## src/rtl/uart_boot_writer_if.sv

```systemverilog
// Boot-memory write port: one-cycle strobe with word address and data.
// The loader drives the master side; boot memory (or a bench) takes the slave side.
interface uart_boot_writer_if #(
  parameter int DATA_WIDTH = 32,
  parameter int ADDR_WIDTH = 20
);
  logic                  wr_en;
  logic [ADDR_WIDTH-1:0] addr;
  logic [DATA_WIDTH-1:0] wr_data;

  modport master (output wr_en, addr, wr_data);
  modport slave  (input  wr_en, addr, wr_data);
endinterface

```

## src/rtl/uart_boot_writer.sv

```systemverilog
// Serial boot loader: 8N1 UART bytes packed big-endian into words and written
// to consecutive boot-memory addresses until WORD_COUNT words have landed.
//
// state   | meaning
// --------+---------------------------------------------------------------
// S_IDLE  | line idle, waiting for a falling edge on rx_s
// S_START | timing to mid start bit; high there means a glitch
// S_DATA  | sampling 8 data bits LSB first, one per BAUD_DIV cycles
// S_STOP  | sampling the stop bit; accept byte or flag framing error
// S_BREAK | framing error seen, waiting for the line to return high
module uart_boot_writer #(
  parameter int DATA_WIDTH = 32,
  parameter int ADDR_WIDTH = 20,
  parameter int BAUD_DIV   = 434,
  parameter int WORD_COUNT = 'h120
) (
  input  logic               clk,
  input  logic               rst_n,
  input  logic               uart_rx,
  uart_boot_writer_if.master boot_mem,
  output logic               load_done,
  output logic               frame_err
);

  localparam int BYTES  = DATA_WIDTH / 8;
  localparam int TMR_W  = $clog2(BAUD_DIV);
  localparam int BIDX_W = (BYTES > 1) ? $clog2(BYTES) : 1;
  localparam int ACC_W  = (BYTES > 1) ? DATA_WIDTH - 8 : 8;

  typedef enum logic [2:0] {
    S_IDLE,
    S_START,
    S_DATA,
    S_STOP,
    S_BREAK
  } state_t;

  state_t                state_q,     state_d;
  logic                  rx_meta_q,   rx_meta_d;
  logic                  rx_s_q,      rx_s_d;
  logic [TMR_W-1:0]      tmr_q,       tmr_d;
  logic [2:0]            bit_idx_q,   bit_idx_d;
  logic [7:0]            shift_q,     shift_d;
  logic [BIDX_W-1:0]     byte_idx_q,  byte_idx_d;
  logic [ACC_W-1:0]      acc_q,       acc_d;
  logic [ADDR_WIDTH-1:0] word_cnt_q,  word_cnt_d;
  logic                  wr_en_q,     wr_en_d;
  logic [ADDR_WIDTH-1:0] addr_q,      addr_d;
  logic [DATA_WIDTH-1:0] wr_data_q,   wr_data_d;
  logic                  load_done_q, load_done_d;
  logic                  frame_err_q, frame_err_d;

  logic                  tmr_tc;
  logic [DATA_WIDTH-1:0] next_word;

  assign tmr_tc = (tmr_q == '0);

  // acc_q holds the earlier bytes of the word; the byte just received goes at the LSB end.
  generate
    if (BYTES > 1) begin : g_multi_byte
      assign next_word = {acc_q, shift_q};
    end else begin : g_single_byte
      assign next_word = shift_q;
    end
  endgenerate

  always_comb begin
    state_d     = state_q;
    rx_meta_d   = uart_rx;
    rx_s_d      = rx_meta_q;
    tmr_d       = tmr_q;
    bit_idx_d   = bit_idx_q;
    shift_d     = shift_q;
    byte_idx_d  = byte_idx_q;
    acc_d       = acc_q;
    word_cnt_d  = word_cnt_q;
    wr_en_d     = 1'b0;
    addr_d      = addr_q;
    wr_data_d   = wr_data_q;
    frame_err_d = frame_err_q;
    load_done_d = load_done_q | (word_cnt_q == ADDR_WIDTH'(WORD_COUNT));

    case (state_q)
      S_IDLE: begin
        if (!rx_s_q) begin
          state_d = S_START;
          tmr_d   = TMR_W'(BAUD_DIV / 2 - 1);
        end
      end
      S_START: begin
        if (!tmr_tc) begin
          tmr_d = tmr_q - 1'b1;
        end else if (rx_s_q) begin
          state_d = S_IDLE;
        end else begin
          state_d   = S_DATA;
          tmr_d     = TMR_W'(BAUD_DIV - 1);
          bit_idx_d = '0;
        end
      end
      S_DATA: begin
        if (!tmr_tc) begin
          tmr_d = tmr_q - 1'b1;
        end else begin
          shift_d   = {rx_s_q, shift_q[7:1]};
          tmr_d     = TMR_W'(BAUD_DIV - 1);
          bit_idx_d = bit_idx_q + 1'b1;
          if (bit_idx_q == 3'd7) state_d = S_STOP;
        end
      end
      S_STOP: begin
        if (!tmr_tc) begin
          tmr_d = tmr_q - 1'b1;
        end else if (rx_s_q) begin
          state_d = S_IDLE;
          if (!load_done_q) begin
            acc_d = next_word[ACC_W-1:0];
            if (byte_idx_q == BIDX_W'(BYTES - 1)) begin
              byte_idx_d = '0;
              wr_en_d    = 1'b1;
              addr_d     = word_cnt_q;
              wr_data_d  = next_word;
              word_cnt_d = word_cnt_q + 1'b1;
            end else begin
              byte_idx_d = byte_idx_q + 1'b1;
            end
          end
        end else begin
          // A bad stop bit loses word alignment, so the partial word is dropped.
          frame_err_d = 1'b1;
          byte_idx_d  = '0;
          state_d     = S_BREAK;
        end
      end
      S_BREAK: begin
        if (rx_s_q) state_d = S_IDLE;
      end
      default: state_d = S_IDLE;
    endcase
  end

  always_ff @(posedge clk or negedge rst_n) begin
    if (!rst_n) begin
      state_q     <= S_IDLE;
      rx_meta_q   <= 1'b1;
      rx_s_q      <= 1'b1;
      tmr_q       <= '0;
      bit_idx_q   <= '0;
      shift_q     <= '0;
      byte_idx_q  <= '0;
      acc_q       <= '0;
      word_cnt_q  <= '0;
      wr_en_q     <= 1'b0;
      addr_q      <= '0;
      wr_data_q   <= '0;
      load_done_q <= 1'b0;
      frame_err_q <= 1'b0;
    end else begin
      state_q     <= state_d;
      rx_meta_q   <= rx_meta_d;
      rx_s_q      <= rx_s_d;
      tmr_q       <= tmr_d;
      bit_idx_q   <= bit_idx_d;
      shift_q     <= shift_d;
      byte_idx_q  <= byte_idx_d;
      acc_q       <= acc_d;
      word_cnt_q  <= word_cnt_d;
      wr_en_q     <= wr_en_d;
      addr_q      <= addr_d;
      wr_data_q   <= wr_data_d;
      load_done_q <= load_done_d;
      frame_err_q <= frame_err_d;
    end
  end

  assign boot_mem.wr_en   = wr_en_q;
  assign boot_mem.addr    = addr_q;
  assign boot_mem.wr_data = wr_data_q;
  assign load_done        = load_done_q;
  assign frame_err        = frame_err_q;

endmodule

```

## src/flat_wrapper.sv

```systemverilog
// flat-port wrapper written by rule: the top's interface ports become plain ports
module uart_boot_writer_flat 
#(
  parameter int DATA_WIDTH = 32,
  parameter int ADDR_WIDTH = 20,
  parameter int BAUD_DIV   = 434,
  parameter int WORD_COUNT = 'h120
)
  (clk, rst_n, uart_rx, load_done, frame_err, boot_mem_wr_en, boot_mem_addr, boot_mem_wr_data);
  uart_boot_writer_if #(.DATA_WIDTH(DATA_WIDTH), .ADDR_WIDTH(ADDR_WIDTH)) boot_mem_i ();
  input  logic clk;
  input  logic rst_n;
  input  logic uart_rx;
  output logic load_done;
  output logic frame_err;
  output wire logic [$bits(boot_mem_i.wr_en)-1:0] boot_mem_wr_en;
  output wire logic [$bits(boot_mem_i.addr)-1:0] boot_mem_addr;
  output wire logic [$bits(boot_mem_i.wr_data)-1:0] boot_mem_wr_data;
  assign boot_mem_wr_en = boot_mem_i.wr_en;
  assign boot_mem_addr = boot_mem_i.addr;
  assign boot_mem_wr_data = boot_mem_i.wr_data;
  uart_boot_writer #(.DATA_WIDTH(DATA_WIDTH), .ADDR_WIDTH(ADDR_WIDTH), .BAUD_DIV(BAUD_DIV), .WORD_COUNT(WORD_COUNT)) u_core (.clk(clk), .rst_n(rst_n), .uart_rx(uart_rx), .boot_mem(boot_mem_i), .load_done(load_done), .frame_err(frame_err));
endmodule
```

## config.mk

```make
export PLATFORM = sky130hd
export DESIGN_NAME = uart_boot_writer_flat
export DESIGN_NICKNAME = d
export VERILOG_FILES = /design/src/rtl/uart_boot_writer_if.sv /design/src/rtl/uart_boot_writer.sv /design/src/flat_wrapper.sv
export SDC_FILE = /design/constraint.sdc
export NUM_CORES = 1
export LEC_CHECK = 0
export CORE_MARGIN = 4
export CORE_UTILIZATION = 30
export DETAILED_ROUTE_END_ITERATION = 8
export PLACE_DENSITY = 0.61
export SKIP_CTS_REPAIR_TIMING = 1
export SYNTH_ARGS = -nofsm -noshare
export SYNTH_HDL_FRONTEND = slang
export SYNTH_SLANG_ARGS = --single-unit
```

## constraint.sdc

```tcl
create_clock -name clk -period 2.4 [get_ports clk]
set_clock_uncertainty 0.2 [all_clocks]
set_input_delay 0.48 -clock clk [delete_from_list [all_inputs] [get_ports clk]]
set_output_delay 0.48 -clock clk [all_outputs]
set_load 0.02 [all_outputs]
```

==> run metrics, run 1 <==
status finished with violations; violated checks negative setup slack; I/O pin total 58; Met2 Wirelength 5.964 mm; Initial Util 30.81%; Hold Vio Cnt, Final 0; share of layout cells above drive strength 1 19.93%; Int Power 3.743 mW; Clock Latency Late Sink 410 ps; biggest area consumer among synthesized cells dfrtp_1; Tcrit/Tclk final 101.1%; crit path time final 2426 ps; crit end category register; P&R area growth vs syn 36.57%; Post-Syn Instances 503; simple-gate portion of the synthesized area 20.15%; complex-gate fraction of the synthesized area 5.311%; Synth area leaders dfrtp_1 (58%), nand2_1 (12%), mux2_2 (6.7%), xnor2_1 (2.5%), ha_1 (1.4%); ANT cells 0; IO buf count 57; Synth Area in XOR/XNOR 3.112%; R2R setup slack -30 ps; Final ANT Viol Nets 0; Hold Path Class reg -> reg; Worst Path Required 2490 ps; syn_area_per_cell 10.63 µm²; Hold Path Depth 0; crit path launch type register; initial antenna violation count 0; WL met1 5.488 mm; area share of fa/ha/maj cells after synthesis 1.404%; worst r2r src u_core.tmr_q[1]$_DFFE_PN0P_; Sink Count 126; sequential cell fraction of total power 45.9%; final WL 12.04 mm; Placeable Area 17,360 µm²; top post-synthesis cells by count nand2_1 (166), dfrtp_1 (124), mux2_2 (32), xnor2_1 (15); Psw 0.9002 mW; FFs w/ async S/R, synth 100.0%; clk slew on worst S/H paths 50 ps; Vias 3,869; Yosys warnings 0; main combinational cell family by area after synthesis simple AND/OR/NAND/NOR gates; GP Congestion 0.8013; Gate power share 1.2%; CTS Root Cell clkbuf_16; reg2reg end u_core.acc_q[10]$_DFFE_PN0P_; DP Worst Slack -122.0 ps; RSZ-0062 raised after global routing true; Worst Path Max Fanout 6; row cnt 48; actual slew at the worst max-slew pin 647.6 ps; Worst EP arrival 2510 ps; final setup fails 22; met3 WL 505 µm; Mapped Area 5348 µm²; switching part of the total 19.39%; setup ws final -26.50 ps; Max Cap Viol 0; Pwr Total 4.643 mW; largest net degree at the start of global routing 49; Initial DRC Count 274; vias in the first global route 3,984; DRC Markers 0; WL/cell 14.48 µm; clk buf depth 2; total track usage 12.24%; clock group share of total power 52.8%; P_leak 3.512 nW; CTS buffer count 17; post-synthesis cell type count 50; mux contribution to synthesized area 7.487%; FF+latch count, synth 126; die height 141.5 µm; kind of critical path reg -> reg; Rel. slew slack 56.43%; hpwl dp 8.162 mm; post-synth top area share 58.03%; highest routed layer met4; H-tree Lvls 4; WHS Endpoint u_core.rx_s_q$_DFF_PN1_; Via density 4.650; startpoint of the worst hold path u_core.rx_meta_q$_DFF_PN1_; fin nets 603; first drt pass iteration count 4; remaining global-route overflow 0; r2r worst-path depth 7; Fmax 412.1 MHz; most frequent cell after synthesis nand2_1; syn nets 512; CTS tree done; Final Max Slew Viols 0; sequential area share after synthesis 59.01%; Peak VDD IR 402.6 µV; die area 20,030 µm²; power per standard cell area 635.8 nW/µm²; global-route wire length before repair 19.72 mm; Most used DFF post-synth dfrtp_1; Die Width 141.5 µm; EDFF count, synth 0
## kinds of logic after synthesis
| logic type | count (synthesis) |
|---|---|
| and+or+nand+nor | 235 |
| DFF | 126 |
| AOI/OAI and AO/OA | 41 |
| buffers and inverters | 40 |
| muxes | 36 |
| xor gates and xnor gates | 19 |
| adders and majority gates | 6 |
## final cells by class
cell class                 count  area, µm²
tap                          225      281.5
multi-input combinational    337       2187
clock buffer                  25      485.5
fill                        1619      10050
inverter                      14      52.55
clock inverter                 7      85.08
timing repair buffer          98       1056
sequential                   126       3156
## per-stage QoR
stage,cells,util (%),cell area (µm²),TNS (ps),hold WS (ps)
after CTS,824,40.53,7036,-4226,-205.3
final,832,42.08,7303,-356.9,156.5
after floorplan,503,-,5497,-5098,-15.59
after global routing,832,42.08,7303,-4144,161.8
after detailed placement,792,37.25,6465,-3726,150.7
after global placement,792,37.25,6465,-892.2,145.2
## cells in the final DEF (no fill, tap or decap), drive strengths merged, types with 7 or more instances in the layout
master,count
nor2,13
nand2,166
inv,14
clkbuf,29
clkdlybuf4s50,56
nor3,7
o21ai,8
xnor2,15
nor4,9
nand4,11
dfrtp,124
mux2,32
nand3,12
buf,37
## critical path: stages (launching register included)
cell and delay (ps):
dfrtp_1 390, inv_2 90, ha_4 150, or4b_4 500, nor4b_4 220, and3_4 290, clkbuf_16 180, mux2_4 290
## flip-flops by register name, summed over array words and instances (netlist names)
signal	cells
u_core.boot_mem.wr_data	32
u_core.load_done	1
u_core.acc_q	24
u_core.bit_idx_q	3
u_core.shift_q	8
u_core.boot_mem.wr_en	1
u_core.rx_s_q	1
u_core.word_cnt_q	20
u_core.byte_idx_q	2
u_core.state_q	3
u_core.frame_err	1
u_core.tmr_q	9
u_core.boot_mem.addr	20
u_core.rx_meta_q	1
## power by group through the flow
stage	sequential (mW)	clock [mW]	combinational, mW
2_1_floorplan	2.17	0	0.00474
3_3_place_gp	2.17	0	0.0578
3_5_place_dp	2.17	0	0.0596
4_1_cts	2.13	2.52	0.0595
5_1_grt	2.13	2.61	0.0689
6_report	2.13	2.45	0.0574
## worst max path at each step
stage / slack (ps) / to / from
2_1_floorplan: -90 / u_core.acc_q[0]$_DFFE_PN0P_ / u_core.tmr_q[0]$_DFFE_PN0P_
3_3_place_gp: -60 / u_core.acc_q[18]$_DFFE_PN0P_ / u_core.tmr_q[1]$_DFFE_PN0P_
3_5_place_dp: -120 / u_core.byte_idx_q[0]$_DFFE_PN0P_ / u_core.tmr_q[0]$_DFFE_PN0P_
4_1_cts: -140 / u_core.byte_idx_q[0]$_DFFE_PN0P_ / u_core.tmr_q[0]$_DFFE_PN0P_
5_1_grt: -90 / u_core.acc_q[8]$_DFFE_PN0P_ / u_core.tmr_q[1]$_DFFE_PN0P_
6_report: -30 / u_core.acc_q[10]$_DFFE_PN0P_ / u_core.tmr_q[1]$_DFFE_PN0P_
## metal layers
metal | vias to the layer above | GRT usage [%]
li1 | 1885 | -
met1 | 1918 | 15.91
met2 | 61 | 19.39
met3 | 5 | 3.876
met4 | 0 | 4.242
met5 | - | 0
Power figures use the tool's default switching activity.
==> run 2: changes to the inputs <==
--- a/config.mk
+++ b/config.mk
@@ -10,6 +10,7 @@
 export DETAILED_ROUTE_END_ITERATION = 8
 export PLACE_DENSITY = 0.61
 export SKIP_CTS_REPAIR_TIMING = 1
+export SKIP_LAST_GASP = 1
 export SYNTH_ARGS = -nofsm -noshare
 export SYNTH_HDL_FRONTEND = slang
 export SYNTH_SLANG_ARGS = --single-unit
==> run metrics, run 2 (synthesis gave the netlist of run 1 again) <==
Worst Path Required 2490 ps (about the same); startpoint of the worst hold path u_core.rx_meta_q$_DFF_PN1_; setup ws final -25.00 ps (+1.494 ps); final setup fails 18 (-18%); global-route wire length before repair 19.72 mm (unchanged); hpwl dp 8.162 mm (unchanged); Psw 0.9005 mW (about the same); Hold Vio Cnt, Final 0 (unchanged); Int Power 3.743 mW (about the same); CTS buffer count 17 (unchanged); delay-heaviest family, CP simple AND/OR/NAND/NOR gates; initial antenna violation count 0 (unchanged); fin nets 603 (unchanged); r2r worst-path depth 7 (unchanged); violated checks negative setup slack; Initial Util 30.81% (unchanged); CTS tree done; P_leak 3.510 nW (about the same); Final ANT Viol Nets 0 (unchanged); WL/cell 14.45 µm (-0.16%); Crit. Startpoint u_core.tmr_q[1]$_DFFE_PN0P_; most frequent cells in the layout nand2_1 (165), dfrtp_1 (124), clkdlybuf4s50_1 (56); Fmax 412.4 MHz (about the same); total track usage 12.24% (unchanged); WP buf/inv 2 (unchanged); max reg flops 32 (unchanged); P&R area growth vs syn 36.24%; final WL 12.03 mm (-0.16%); Initial DRC Count 264 (-3.6%); Worst Path Max Fanout 6 (unchanged); slowest CP cell or4b_4; Clock Latency Late Sink 410 ps (about the same); I/O pin total 58 (unchanged); row cnt 48 (unchanged); kind of critical path reg -> reg; remaining global-route overflow 0 (unchanged); vias in the first global route 3,984 (unchanged); Rel. slew slack 56.45% (about the same); share of layout cells above drive strength 1 19.60% (-0.33 points); Vias 3,875 (+0.16%); crit end category register; H-tree Lvls 4 (unchanged); IO buf count 57 (unchanged); WHS 156.5 ps (-0.01100 ps); clock group share of total power 52.8% (about the same); Hold Path Class reg -> reg; actual slew at the worst max-slew pin 647.3 ps (-0.2343 ps); power per standard cell area 637.4 nW/µm² (+0.24%); sequential cell fraction of total power 45.9% (about the same); clk buf depth 2 (unchanged); Crit path depth 7 (unchanged); first drt pass iteration count 4 (unchanged); crit path launch type register; Sink Count 126 (unchanged); clk slew on worst S/H paths 50 ps (about the same); Final Max Slew Viols 0 (unchanged); DRC Markers 0 (unchanged); Placeable Area 17,360 µm² (unchanged); Gate power share 1.2% (about the same); status finished with violations; RSZ-0062 raised after global routing true; crit path to u_core.acc_q[10]$_DFFE_PN0P_; CP cell instances inv_2 > ha_4 > or4b_4 > nor4b_4 > and3_4 > clkbuf_16 > mux2_4; Final Cell Area 7286 µm² (-0.24%); ANT cells 0 (unchanged); crit path time final 2425 ps (-1.494 ps); GP Congestion 0.8013 (unchanged); Tcrit/Tclk final 101.0% (about the same); worst r2r src u_core.tmr_q[1]$_DFFE_PN0P_; largest net degree at the start of global routing 49 (unchanged); Die Width 141.5 µm (unchanged); reg2reg end u_core.acc_q[10]$_DFFE_PN0P_; die area 20,030 µm² (unchanged); R2R setup slack -30 ps (about the same); switching part of the total 19.39% (about the same); Peak VDD IR 405.6 µV (+0.73%); CTS Root Cell clkbuf_16; Cell Area, Placed 6465 µm² (unchanged); slowest stage delay, CP 500 ps (about the same); Max Cap Viol 0 (unchanged); die height 141.5 µm (unchanged); most common cell after layout, fill and taps aside nand2_1; Worst EP arrival 2510 ps (about the same); Via density 4.657 (+0.16%)
run 2: cell types whose count changed in the layout (fill, tap and decap cells not counted):
cell	change
nand2_1	+1
o21ai_0	+1
nand2_2	-1
o21ai_2	-1
o41ai_2	+1
o41ai_4	-1
run 2: metrics by stage:
step                      std cells  utilization [%]  setup WS (ps)  TNS, ps  power, mW
after floorplan                 503                -         -93.25    -5098      2.172
after global placement          792            37.25         -55.39   -892.2      2.226
after detailed placement        792            37.25         -122.0    -3726      2.228
after CTS                       824            40.53         -138.1    -4226      4.713
after global routing            832            41.98         -89.34    -4189      4.808
final                           832            41.98         -25.00   -322.4      4.644
run 2: power by group through the flow:
stage	Clock [mW]	Combinational [mW]	Sequential (mW)
after floorplan	0	0.00474	2.17
after global placement	0	0.0578	2.17
after detailed placement	0	0.0596	2.17
after CTS	2.52	0.0595	2.13
after global routing	2.61	0.0689	2.13
final	2.45	0.0575	2.13
run 2: how the worst min path moves through the flow:
stage / end / slack [ps] / depth (start not counted)
final: u_core.rx_s_q$_DFF_PN1_ / 160 / 0
after global routing: u_core.rx_s_q$_DFF_PN1_ / 160 / 0
after CTS: u_core.boot_mem.wr_data[12]$_DFFE_PN0P_ / -210 / 1
after detailed placement: u_core.rx_s_q$_DFF_PN1_ / 150 / 0
after global placement: u_core.rx_s_q$_DFF_PN1_ / 150 / 0
after floorplan: u_core.acc_q[0]$_DFFE_PN0P_ / -20 / 0
run 2: final cells by class:
| class | instances | area [µm²] |
|---|---|---|
| fillers | 1616 | 10070 |
| clock inverters | 7 | 85.08 |
| multi-input cells | 337 | 2170 |
| inverters | 14 | 52.55 |
| repair buffers | 98 | 1056 |
| flip-flops and latches | 126 | 3156 |
| clock buffers | 25 | 485.5 |
| well taps | 225 | 281.5 |
run 2: per-layer routing:
| metal | GRT usage (%) | wire length, µm | vias up | part of all wire [%] |
|---|---|---|---|---|
| li1 | - | - | 1885 | - |
| met1 | 15.91 | 5467 | 1921 | 45 |
| met2 | 19.39 | 5964 | 62 | 50 |
| met3 | 3.876 | 498 | 7 | 4.1 |
| met4 | 4.242 | 95 | 0 | 0.79 |
| met5 | 0 | 0 | - | 0 |
==> run 3: changes to the inputs <==
--- a/config.mk
+++ b/config.mk
@@ -5,10 +5,12 @@
 export SDC_FILE = /design/constraint.sdc
 export NUM_CORES = 1
 export LEC_CHECK = 0
-export CORE_MARGIN = 4
+export CELL_PAD_IN_SITES_DETAIL_PLACEMENT = 1
+export CELL_PAD_IN_SITES_GLOBAL_PLACEMENT = 2
+export CORE_MARGIN = 2
 export CORE_UTILIZATION = 30
 export DETAILED_ROUTE_END_ITERATION = 8
-export PLACE_DENSITY = 0.61
+export PLACE_DENSITY = 0.81
 export SKIP_CTS_REPAIR_TIMING = 1
 export SKIP_LAST_GASP = 1
 export SYNTH_ARGS = -nofsm -noshare
==> run metrics, run 3 (synthesis gave the netlist of run 1 again) <==
final setup fails 43 (+25); ANT cells 0 (unchanged); fin nets 609 (+1.0%); I/O pin total 58 (unchanged); H-tree Lvls 4 (unchanged); actual slew at the worst max-slew pin 607.1 ps (-40.22 ps); vias in the first global route 4,342 (+9.0%); global-route wire length before repair 22.28 mm (+13%); Max Cap Viol 0 (unchanged); GP Congestion 0.8189 (+2.2%); Sequential Area 3156 µm² (unchanged); Hold Path Class reg -> reg; most frequent cells in the layout nand2_1 (153), dfrtp_1 (124), clkdlybuf4s50_1 (56); IO buf count 57 (unchanged); status finished with violations; Initial DRC Count 239 (-9.5%); die height 137.5 µm (-2.8%); Placeable Area 17,360 µm² (unchanged); kind of critical path reg -> reg; violated checks negative setup slack; Worst Path Required 2550 ps (+60 ps); power per standard cell area 639.6 nW/µm² (+0.34%); die area 18,910 µm² (-5.6%); reg2reg end u_core.word_cnt_q[6]$_DFFE_PN0P_; Pwr Total 4.690 mW (+1.0%); first drt pass iteration count 4 (unchanged); # fillers 1,870 (+16%); CTS tree done; Peak VDD IR 470.7 µV (+16%); Via density 4.813 (+3.3%); RSZ-0062 raised after global routing true; WL met1 6.225 mm (+14%); WHS Endpoint u_core.rx_s_q$_DFF_PN1_; setup ws final -91.26 ps (-66.26 ps); Cell Area, Placed 6465 µm² (unchanged); startpoint of the worst hold path u_core.rx_meta_q$_DFF_PN1_; crit end category register; final WL 13.77 mm (+15%); largest net degree at the start of global routing 53 (+8.2%); DP Worst Slack -97.83 ps (+24.15 ps); CTS buffer count 17 (unchanged); Vias 4,024 (+3.8%); met3 WL 361 µm (-28%); DRC Markers 0 (unchanged); Hold Path Depth 0 (unchanged); Worst EP arrival 2640 ps (+130 ps); crit path time final 2491 ps (+66.26 ps); total track usage 15.40% (+3.2 points); worst r2r src u_core.tmr_q[1]$_DFFE_PN0P_; Worst Path Max Fanout 6 (unchanged); CTS Root Cell clkbuf_16; P&R area growth vs syn 37.13%; remaining global-route overflow 0 (unchanged); max reg flops 32 (unchanged); row cnt 48 (unchanged); Tcrit/Tclk final 103.8% (+2.8 points); r2r worst-path depth 7 (unchanged); WHS 156.9 ps (+0.3940 ps); crit path launch type register; most common cell after layout, fill and taps aside nand2_1; clk buf depth 2 (unchanged); initial antenna violation count 0 (unchanged); Setup TNS -2039 ps (-1717 ps); Initial Util 30.81% (unchanged); share of layout cells above drive strength 1 22.26% (+2.7 points); Rel. slew slack 59.15% (+2.7 points); WL/cell 16.47 µm (+14%); Fmax 401.4 MHz (-2.7%); Final Cell Area 7333 µm² (+0.65%); Hold Vio Cnt, Final 0 (unchanged); Final Max Slew Viols 0 (unchanged); R2R setup slack -90 ps (-70 ps); Multi-input gate area 2213 µm² (+2.0%); Die Width 137.5 µm (-2.8%); P_leak 3.511 nW (about the same); highest routed layer met4; clk slew on worst S/H paths 60 ps (about the same); Final ANT Viol Nets 0 (unchanged); hpwl dp 8.947 mm (+9.6%); Sink Count 126 (unchanged); Met2 Wirelength 6.957 mm (+17%); Clock Latency Late Sink 420 ps (about the same)
==> run 3: changes by cell type in the layout (fill, tap and decap cells not counted), moves of 3 or more <==
cell	previous run	this run
buf_6	2	8
nand2_1	165	153
nand2_2	1	12
clkinv_2	5	2
buf_12	8	5
==> run 3: final cells by class <==
class                      count  area share (%)
sequential                   126           43.03
tap                          225           3.839
clock buffer                  24           6.569
multi-input combinational    337           30.18
clock inverter                 6           1.160
inverter                      14          0.7166
timing repair buffer         104           14.50
==> run 3: how the worst max path moves through the flow <==
| stage | depth (start not counted) | from | end |
|---|---|---|---|
| detailed placement | 7 | u_core.tmr_q[1]$_DFFE_PN0P_ | u_core.byte_idx_q[0]$_DFFE_PN0P_ |
| global placement | 7 | u_core.tmr_q[1]$_DFFE_PN0P_ | u_core.acc_q[19]$_DFFE_PN0P_ |
| finish | 7 | u_core.tmr_q[1]$_DFFE_PN0P_ | u_core.word_cnt_q[6]$_DFFE_PN0P_ |
| floorplan | 9 | u_core.tmr_q[0]$_DFFE_PN0P_ | u_core.acc_q[0]$_DFFE_PN0P_ |
| global route | 7 | u_core.tmr_q[1]$_DFFE_PN0P_ | u_core.word_cnt_q[14]$_DFFE_PN0P_ |
| CTS | 7 | u_core.tmr_q[1]$_DFFE_PN0P_ | u_core.acc_q[23]$_DFFE_PN0P_ |
==> run 3: power by group <==
part	total, mW	switching, mW	internal, mW	leakage [nW]
Combinational	0.0562	0.0450	0.0112	1.50
Clock	2.50	0.908	1.59	0.272
Sequential	2.13	0.00245	2.13	1.74
Total	4.69	0.955	3.73	3.51
==> run 3: metrics by stage <==
stage               utilization, %  cells
global placement             37.25    792
global route                 42.25    836
floorplan                        -    503
finish                       42.25    836
detailed placement           37.25    792
CTS                          40.51    822
==> run 3: per-layer routing <==
layer	GRT usage (%)	up-vias
met5	0	-
met4	5.727	0
met3	4.157	18
met2	25.93	54
met1	18.90	2060
li1	-	1892
==> run 3: worst max-delay path, stage by stage, from the launching register on <==
cell,delay (ps)
dfrtp_1,400
inv_2,90
ha_4,130
or4b_4,490
or4_4,600
buf_4,190
nor3_4,170
xor2_1,150
